<file path="src/rtl/uart_rx.sv">
`default_nettype none
// ============================================================================
// Module      : uart_rx
// Description : UART receiver. Oversamples an asynchronous serial line,
//               deserialises LSB-first frames (start, N data, optional even
//               parity, one stop) and reports each good word with a
//               one-cycle valid strobe. Parity and framing errors are
//               reported as one-cycle pulses.
// Revision    : 1.0 - initial release
// ============================================================================
module uart_rx #(
    parameter int N       = 8,
    parameter int PSCALER = 1,
    parameter int DIV     = 10
) (
    input  logic         sysclk,
    input  logic         reset_n,
    input  logic         parity_i,
    input  logic         rx_i,
    output logic [N-1:0] rx_data_o,
    output logic         rx_valid_o,
    output logic         parity_err_o,
    output logic         frame_err_o,
    output logic         rx_busy_o
);

    // Bit timing is counted directly in sysclk cycles so the half-bit point
    // lands on floor(T/2) even when that is not a whole number of prescaler
    // ticks; the resulting bit period is identical to uart_tx.
    localparam int C_BIT_T  = PSCALER * DIV;
    localparam int C_HALF_T = C_BIT_T / 2;
    localparam int C_CW     = $clog2(C_BIT_T);
    localparam int C_BW     = $clog2(N);

    localparam logic [C_CW-1:0] C_HALF_LAST = C_CW'(C_HALF_T - 1);
    localparam logic [C_CW-1:0] C_BIT_LAST  = C_CW'(C_BIT_T - 1);
    localparam logic [C_BW-1:0] C_DATA_LAST = C_BW'(N - 1);

    typedef enum logic [2:0] {
        S_IDLE      = 3'd0,
        S_START     = 3'd1,
        S_DATA      = 3'd2,
        S_PARITY    = 3'd3,
        S_STOP      = 3'd4,
        S_WAIT_IDLE = 3'd5
    } state_t;

    state_t            state_q,      state_d;
    logic              sync1_q,      sync2_q,  sync3_q;
    logic [C_CW-1:0]   cnt_q,        cnt_d;
    logic [C_BW-1:0]   bit_q,        bit_d;
    logic [N-1:0]      shift_q,      shift_d;
    logic [N-1:0]      data_q,       data_d;
    logic              par_en_q,     par_en_d;
    logic              par_acc_q,    par_acc_d;
    logic              perr_q,       perr_d;
    logic              valid_q,      valid_d;
    logic              perr_pulse_q, perr_pulse_d;
    logic              ferr_q,       ferr_d;

    logic              w_fall;
    logic              w_bit_end;

    // Two-flop synchroniser plus one history flop for falling-edge detection
    always_ff @(posedge sysclk or negedge reset_n) begin
        if (!reset_n) begin
            sync1_q <= 1'b1;
            sync2_q <= 1'b1;
            sync3_q <= 1'b1;
        end else begin
            sync1_q <= rx_i;
            sync2_q <= sync1_q;
            sync3_q <= sync2_q;
        end
    end

    // Receiver state, timing counters, shift register and result registers
    always_ff @(posedge sysclk or negedge reset_n) begin
        if (!reset_n) begin
            state_q      <= S_IDLE;
            cnt_q        <= '0;
            bit_q        <= '0;
            shift_q      <= '0;
            data_q       <= '0;
            par_en_q     <= 1'b0;
            par_acc_q    <= 1'b0;
            perr_q       <= 1'b0;
            valid_q      <= 1'b0;
            perr_pulse_q <= 1'b0;
            ferr_q       <= 1'b0;
        end else begin
            state_q      <= state_d;
            cnt_q        <= cnt_d;
            bit_q        <= bit_d;
            shift_q      <= shift_d;
            data_q       <= data_d;
            par_en_q     <= par_en_d;
            par_acc_q    <= par_acc_d;
            perr_q       <= perr_d;
            valid_q      <= valid_d;
            perr_pulse_q <= perr_pulse_d;
            ferr_q       <= ferr_d;
        end
    end

    // Next-state logic: mid-bit sampling, deserialisation and result decisions
    always_comb begin
        state_d      = state_q;
        cnt_d        = cnt_q;
        bit_d        = bit_q;
        shift_d      = shift_q;
        data_d       = data_q;
        par_en_d     = par_en_q;
        par_acc_d    = par_acc_q;
        perr_d       = perr_q;
        valid_d      = 1'b0;
        perr_pulse_d = 1'b0;
        ferr_d       = 1'b0;

        w_fall    = sync3_q & ~sync2_q;
        w_bit_end = (cnt_q == C_BIT_LAST);

        case (state_q)
            S_IDLE: begin
                if (w_fall) begin
                    state_d   = S_START;
                    cnt_d     = '0;
                    bit_d     = '0;
                    par_en_d  = parity_i;
                    par_acc_d = 1'b0;
                    perr_d    = 1'b0;
                end
            end

            S_START: begin
                if (cnt_q == C_HALF_LAST) begin
                    cnt_d = '0;
                    // A line already back high at mid-start is a glitch
                    state_d = sync2_q ? S_IDLE : S_DATA;
                end else begin
                    cnt_d = cnt_q + 1'b1;
                end
            end

            S_DATA: begin
                if (w_bit_end) begin
                    cnt_d     = '0;
                    shift_d   = {sync2_q, shift_q[N-1:1]};
                    par_acc_d = par_acc_q ^ sync2_q;
                    if (bit_q == C_DATA_LAST) begin
                        bit_d   = '0;
                        state_d = par_en_q ? S_PARITY : S_STOP;
                    end else begin
                        bit_d = bit_q + 1'b1;
                    end
                end else begin
                    cnt_d = cnt_q + 1'b1;
                end
            end

            S_PARITY: begin
                if (w_bit_end) begin
                    cnt_d   = '0;
                    // Even parity: XOR over data and parity bit must be zero
                    perr_d  = par_acc_q ^ sync2_q;
                    state_d = S_STOP;
                end else begin
                    cnt_d = cnt_q + 1'b1;
                end
            end

            S_STOP: begin
                if (w_bit_end) begin
                    cnt_d = '0;
                    if (sync2_q) begin
                        if (perr_q) begin
                            perr_pulse_d = 1'b1;
                        end else begin
                            data_d  = shift_q;
                            valid_d = 1'b1;
                        end
                        state_d = S_IDLE;
                    end else begin
                        ferr_d       = 1'b1;
                        perr_pulse_d = perr_q;
                        state_d      = S_WAIT_IDLE;
                    end
                end else begin
                    cnt_d = cnt_q + 1'b1;
                end
            end

            S_WAIT_IDLE: begin
                // Hold off new starts until a break / stuck-low line releases
                if (sync2_q) begin
                    state_d = S_IDLE;
                end
            end

            default: begin
                state_d = S_IDLE;
            end
        endcase
    end

    assign rx_data_o    = data_q;
    assign rx_valid_o   = valid_q;
    assign parity_err_o = perr_pulse_q;
    assign frame_err_o  = ferr_q;
    assign rx_busy_o    = (state_q != S_IDLE);

endmodule
`default_nettype wire

</file>
<file path="config.mk">
export PLATFORM = sky130hd
export DESIGN_NAME = uart_rx
export DESIGN_NICKNAME = d
export VERILOG_FILES = /design/src/rtl/uart_rx.sv
export SDC_FILE = /design/constraint.sdc
export NUM_CORES = 1
export LEC_CHECK = 0
export ABC_AREA = 1
export BUFFER_PORTS_ARGS = -buffer_cell sky130_fd_sc_hd__buf_2
export CORE_MARGIN = 2
export CORE_UTILIZATION = 30
export CTS_BUF_LIST = sky130_fd_sc_hd__clkbuf_4
export CTS_CLUSTER_DIAMETER = 50
export DETAILED_ROUTE_END_ITERATION = 16
export SYNTH_ARGS = -nofsm -noshare
export SYNTH_HDL_FRONTEND = slang
export SYNTH_SLANG_ARGS = --single-unit
export TNS_END_PERCENT = 20
</file>
<file path="constraint.sdc">
create_clock -name sysclk -period 4 [get_ports sysclk]
set_input_delay 0.4 -clock sysclk [delete_from_list [all_inputs] [get_ports sysclk]]
set_output_delay 0.4 -clock sysclk [all_outputs]
set_load 0.02 [all_outputs]
</file>
# [Word-level counts from Yosys, hierarchy flattened]
# Index checks and enable logic that the tools add are counted.
[word_totals] reg_bits=35 output_inout_bits=12
[op_classes] n_addsub=2 n_eq_ne=15 muxes=34 bitwise_logic=4 reduce_logical=13
[ops] op="$mux W3" n=12
[ops] op="$pmux W3 S6" n=1
[ops] op="$ne A2 B2 Y1 const B" n=7
[ops] op="$mux W1" n=13
[ops] op="$mux W4" n=3
[ops] op="$pmux W4 S3" n=1
[ops] op="$eq A3 B3 Y1 const B" n=3
[ops] op="$reduce_and A7 Y1" n=1
[ops] op="$eq A3 B2 Y1 const B" n=2
[ops] op="$pmux W3 S2" n=1
[ops] op="$reduce_and A2 Y1" n=3
[ops] op="$reduce_and A3 Y1" n=2
[ops] op="$reduce_bool A3 Y1" n=2
[ops] op="$add A4 B1 Y4 const B" n=1
[ops] op="$eq A4 B3 Y1 const B" n=1
[ops] op="$eq A4 B4 Y1 const B" n=1
[ops] op="$pmux W1 S2" n=2
[ops] op="$reduce_and A4 Y1" n=1
[ops] op="$reduce_bool A2 Y1" n=2
[ops] op="$add A3 B1 Y3 const B" n=1
[ops] op="$eq A3 B1 Y1 const B" n=1
[ops] op="$logic_not A3 Y1" n=1
[ops] op="$reduce_or A3 Y1" n=1
[ops] op="$mux W2" n=1
[ops] op="3 further kinds" n=4

# [Depth between registers and ports, before layout]
[depth] ltp_word=4 ltp_mapped=9

# [Worst setup path before layout]
# OpenSTA, ideal clock, no wires.
[synth_timing] path_type="register to register" startpoint="reg cnt_q[1]" endpoint="reg data_q[4], in the netlist rx_data_o[4]" arrival_ps=1291 setup_slack_ps=2591 path_stages_with_launch=9 n_path_buf=1 period_less_slack_ps=1409 path_cell_list="dfrtp_1 > inv_1 > ha_1 > nand3_2 > inv_2 > nand4_4 > buf_6 > nand2_2 > o21ai_2"
[synth_via] elab_chain_cells=2
[synth_rtl] item="start: declaration" line_no="50" source="logic [C_CW-1:0] cnt_q, cnt_d;"
[synth_rtl] item="start signal: assignment" line_no="93" source="cnt_q <= cnt_d;"
[synth_rtl] item="$eq A4 B4 Y1" line_no="121" source="w_bit_end = (cnt_q == C_BIT_LAST);"
[synth_rtl] item="$reduce_and A4 Y1 (no source line)"
[synth_rtl] item="end signal: assignment" line_no="96" source="data_q <= data_d;"
[synth_rtl] item="end: declaration" line_no="53" source="logic [N-1:0] data_q, data_d;"
# No other way between the ends.
# A chain may end at the register's enable or synchronous reset.

# [Worst setup path in the final report]
[layout_timing] startpoint="reg state_q[0]" endpoint="out rx_busy_o"
[layout_via] elab_chain_cells=1
[layout_rtl] item="start: declaration" line_no="48" source="state_t state_q, state_d;"
[layout_rtl] item="start signal: assignment" line_no="92" source="state_q <= state_d;"
[layout_rtl] item="$reduce_bool A3 Y1" line_no="210" source="assign rx_busy_o = (state_q != S_IDLE);"
[layout_rtl] item="end: declaration" line_no="24" source="output logic rx_busy_o"
# No other way between the ends.

==> flow_summary_export.csv <==
group,metric,value,unit
power_and_ir_drop,ir_drop,0.000196,V
placed_design,port_buffers,15,
sta,rsz0062_at_grt,"no",
sta,finalSetupViolCount,0,
layout,final_layout_size_suffix_gt1_share,30.0,%
worst_setup_path,path_class,"reg2out",
clock_tree,numCtsBuffers,5,
clock_tree,cts_tree,"built",
worst_setup_path,end_kind,"output port",
sta,period_share,45.5,%
clock_tree,ctsResizeCount,0,
worst_setup_path,r2r_cells,8,
placed_design,gp_congestion,0.820,
global_route,grt_overflow_total,0,
die,rows,27,
synthesis,ys_seq_area_share,50.7,%
hold_path,min_path_type,"in2async",
worst_setup_path,path_max_fanout,6,
clock_tree,cts_root_buf,"clkbuf_4",
drt,drtIter0Drc,78,
layout,final_cell_area,0.00192,mm^2
power_and_ir_drop,p_clk_share,18.6,%
sta,slew_headroom,49.6,%
worst_setup_path,start_kind,"flop",
worst_setup_path,worstPathArrival,1.42,ns
power_and_ir_drop,power_density,541,mW/mm^2
drt,drc,0,
clock_tree,cts_hold_buf,0,
die,die_w,80.1,um
global_route,grt_antenna_before_repair,0,
clock_tree,clk_latency,0.34,ns
placed_design,postPlaceCellArea,0.00187,mm^2
drt,wl_per_cell,10.8,um
sta,whs,0.123,ns
synthesis,synth.distinct_cells,25,
layout,mostFrequentLayoutCells,"nand2_1, dfrtp_1, inv_1",
worst_setup_path,reg2reg_slack,2.30,ns
clock_tree,cts.sinks,35,
sta,finalCriticalPeriod,1.82,ns
worst_setup_path,crit_start,"state_q[0]",
die,fp.dieH,80.1,um
die,core_area,0.00554,mm^2
sta,fmax,549,MHz
layout,area_growth,10.9,%
sta,fin_tns_setup,0,ns
global_route,grt_pass1_wl,5.13,mm
worst_setup_path,cpPeakStageDelay,0.49,ns
die,initial_core_util,31.3,%
flow_run,max-cap-violations,0,
die,fp.dieArea,0.00641,mm^2
global_route,grt_max_degree,36,
power_and_ir_drop,pwr-share-comb,37.4,%
synthesis,syn-instance-count,187,
worst_setup_path,reg2reg_to,"bit_q[0]",
worst_setup_path,crit_chain,"nor2_1 -> nand2_1 -> buf_2",
layout,final_common_cell,"nand2_1",
drt,routed_wl,3.02,mm
synthesis,synth_seq_cells,35,
worst_setup_path,crit_required,3.60,ns
sta,clock-skew-final,0.0135,ns
sta,hold_violations,0,
layout,diodes,0,
worst_setup_path,r2r_start,"cnt_q[1]",
power_and_ir_drop,p_switching,430,uW
drt,via_count,1225,
layout,nets,216,
drt,ant_nets,0,
synthesis,ys_warn_count,0,
placed_design,post-dp-hpwl,2.21,mm
global_route,groute.usage.overall,10.5,%
power_and_ir_drop,seq_power_share,44.1,%
drt,drt_first_pass_iters,4,
synthesis,avgSynthCellArea,9.28,um^2
clock_tree,path_clk_slew,0.11,ns
die,io_pins,16,
power_and_ir_drop,intPower,610,uW
outcome,status,"finished clean",
synthesis,syn_nets,197,
clock_tree,htreeDepth,2,
power_and_ir_drop,leakage,0.000962,uW
worst_setup_path,worstSetupEndpoint,"rx_busy_o",
sta,worst_pin_slew,0.756,ns
synthesis,netlist_area,0.00174,mm^2
worst_setup_path,cp_slowest_cell,"dfrtp_1",
layout,final_util,34.7,%
global_route,grt_pass1_vias,1110,
clock_tree,cts_max_path_buffers,2,
clock_tree,cts_setup_buffers,0,
drt,routed_via_density,4.39,
sta,final_max_slew_viol_count,0,
power_and_ir_drop,swShare,41.3,%
## kinds of logic (layout without fill, tap and decap cells)
| family | count (synthesis) | after routing | synth area share [%] |
|---|---|---|---|
| buffers and inverters | 26 | 46 | 6.92 |
| adders and majority gates | 6 | 6 | 4.33 |
| and+or+nand+nor | 90 | 90 | 25.2 |
| xor gates and xnor gates | 3 | 3 | 1.51 |
| DFF | 35 | 35 | 50.7 |
| AOI/OAI and AO/OA | 27 | 27 | 11.4 |
## cells in the mapped netlist
library cell	n	area (um^2)
dfstp_2	3	78.8
nand3b_1	1	7.51
nand4_1	1	6.26
nor2_1	9	33.8
o22ai_1	1	6.26
o21ai_2	15	131
nand2_2	9	56.3
xnor2_1	1	8.76
a21oi_1	2	10.0
xor2_1	2	17.5
nand3_1	13	65.1
nand3_2	1	10.0
o21ai_0	5	25.0
dfrtp_1	32	801
o21a_1	1	7.51
nand2_1	49	184
ha_1	6	75.1
nor2_2	3	18.8
o211ai_1	1	7.51
inv_1	19	71.3
nor2_4	3	33.8
o21ai_1	2	10.0
buf_6	3	33.8
inv_2	4	15.0
nand4_4	1	21.3
## registers in the layout (all words and copies together), names as in the netlist, 3 cells and up
register and flops:
rx_data_o 8, shift_q 8, cnt_q 4, bit_q 3, state_q 3
## power by group through the flow
stage,Combinational (uW),Clock [uW],Sequential [uW]
final,389,193,458
after detailed placement,390,0,465
after global routing,445,220,467
after global placement,387,0,464
after CTS,391,206,459
after floorplan,315,0,452
## routing by layer
metal	GRT usage (%)	vias up	share of wire (%)	routed length, um
li1	-	632	-	-
met1	14.1	559	51	1530
met2	15.3	25	43	1290
met3	2.47	9	3.3	101
met4	5.93	0	3.1	95
met5	0	-	0	0
## critical path: cells and delay by family (launching register included)
| kind | cells | cell delay (ns) |
|---|---|---|
| DFF | 1 | 0.49 |
| and+or+nand+nor | 2 | 0.40 |
| buffers and inverters | 1 | 0.19 |
## worst min path at each step
stage / slack (ns) / start / endpoint / depth (start not counted)
final: 0.12 / reset_n / parity_err_o / 1
after global routing: 0.13 / rx_i / sync1_q / 1
after CTS: 0.14 / reset_n / parity_err_o / 1
after detailed placement: 0.35 / sync1_q / sync2_q / 0
after global placement: 0.35 / sync1_q / sync2_q / 0
after floorplan: 0.10 / reset_n / bit_q[0] / 0
## stage by stage
| stage | total power (uW) | cells | setup slack (ns) |
|---|---|---|---|
| 3_3_place_gp | 851 | 271 | 2.35 |
| 2_1_floorplan | 767 | 187 | 2.59 |
| 6_report | 1040 | 279 | 2.18 |
| 4_1_cts | 1060 | 279 | 2.17 |
| 3_5_place_dp | 855 | 271 | 2.28 |
| 5_1_grt | 1130 | 279 | 2.10 |
## area by class of cell
type / count / area (um^2)
fillers: 583 / 3620
well taps: 72 / 90.1
multi-input cells: 126 / 736
clock buffers: 6 / 45.0
inverters: 23 / 86.3
repair buffers: 15 / 75.1
clock inverters: 2 / 12.5
flip-flops and latches: 35 / 880
(Power assumes the default switching activity.)
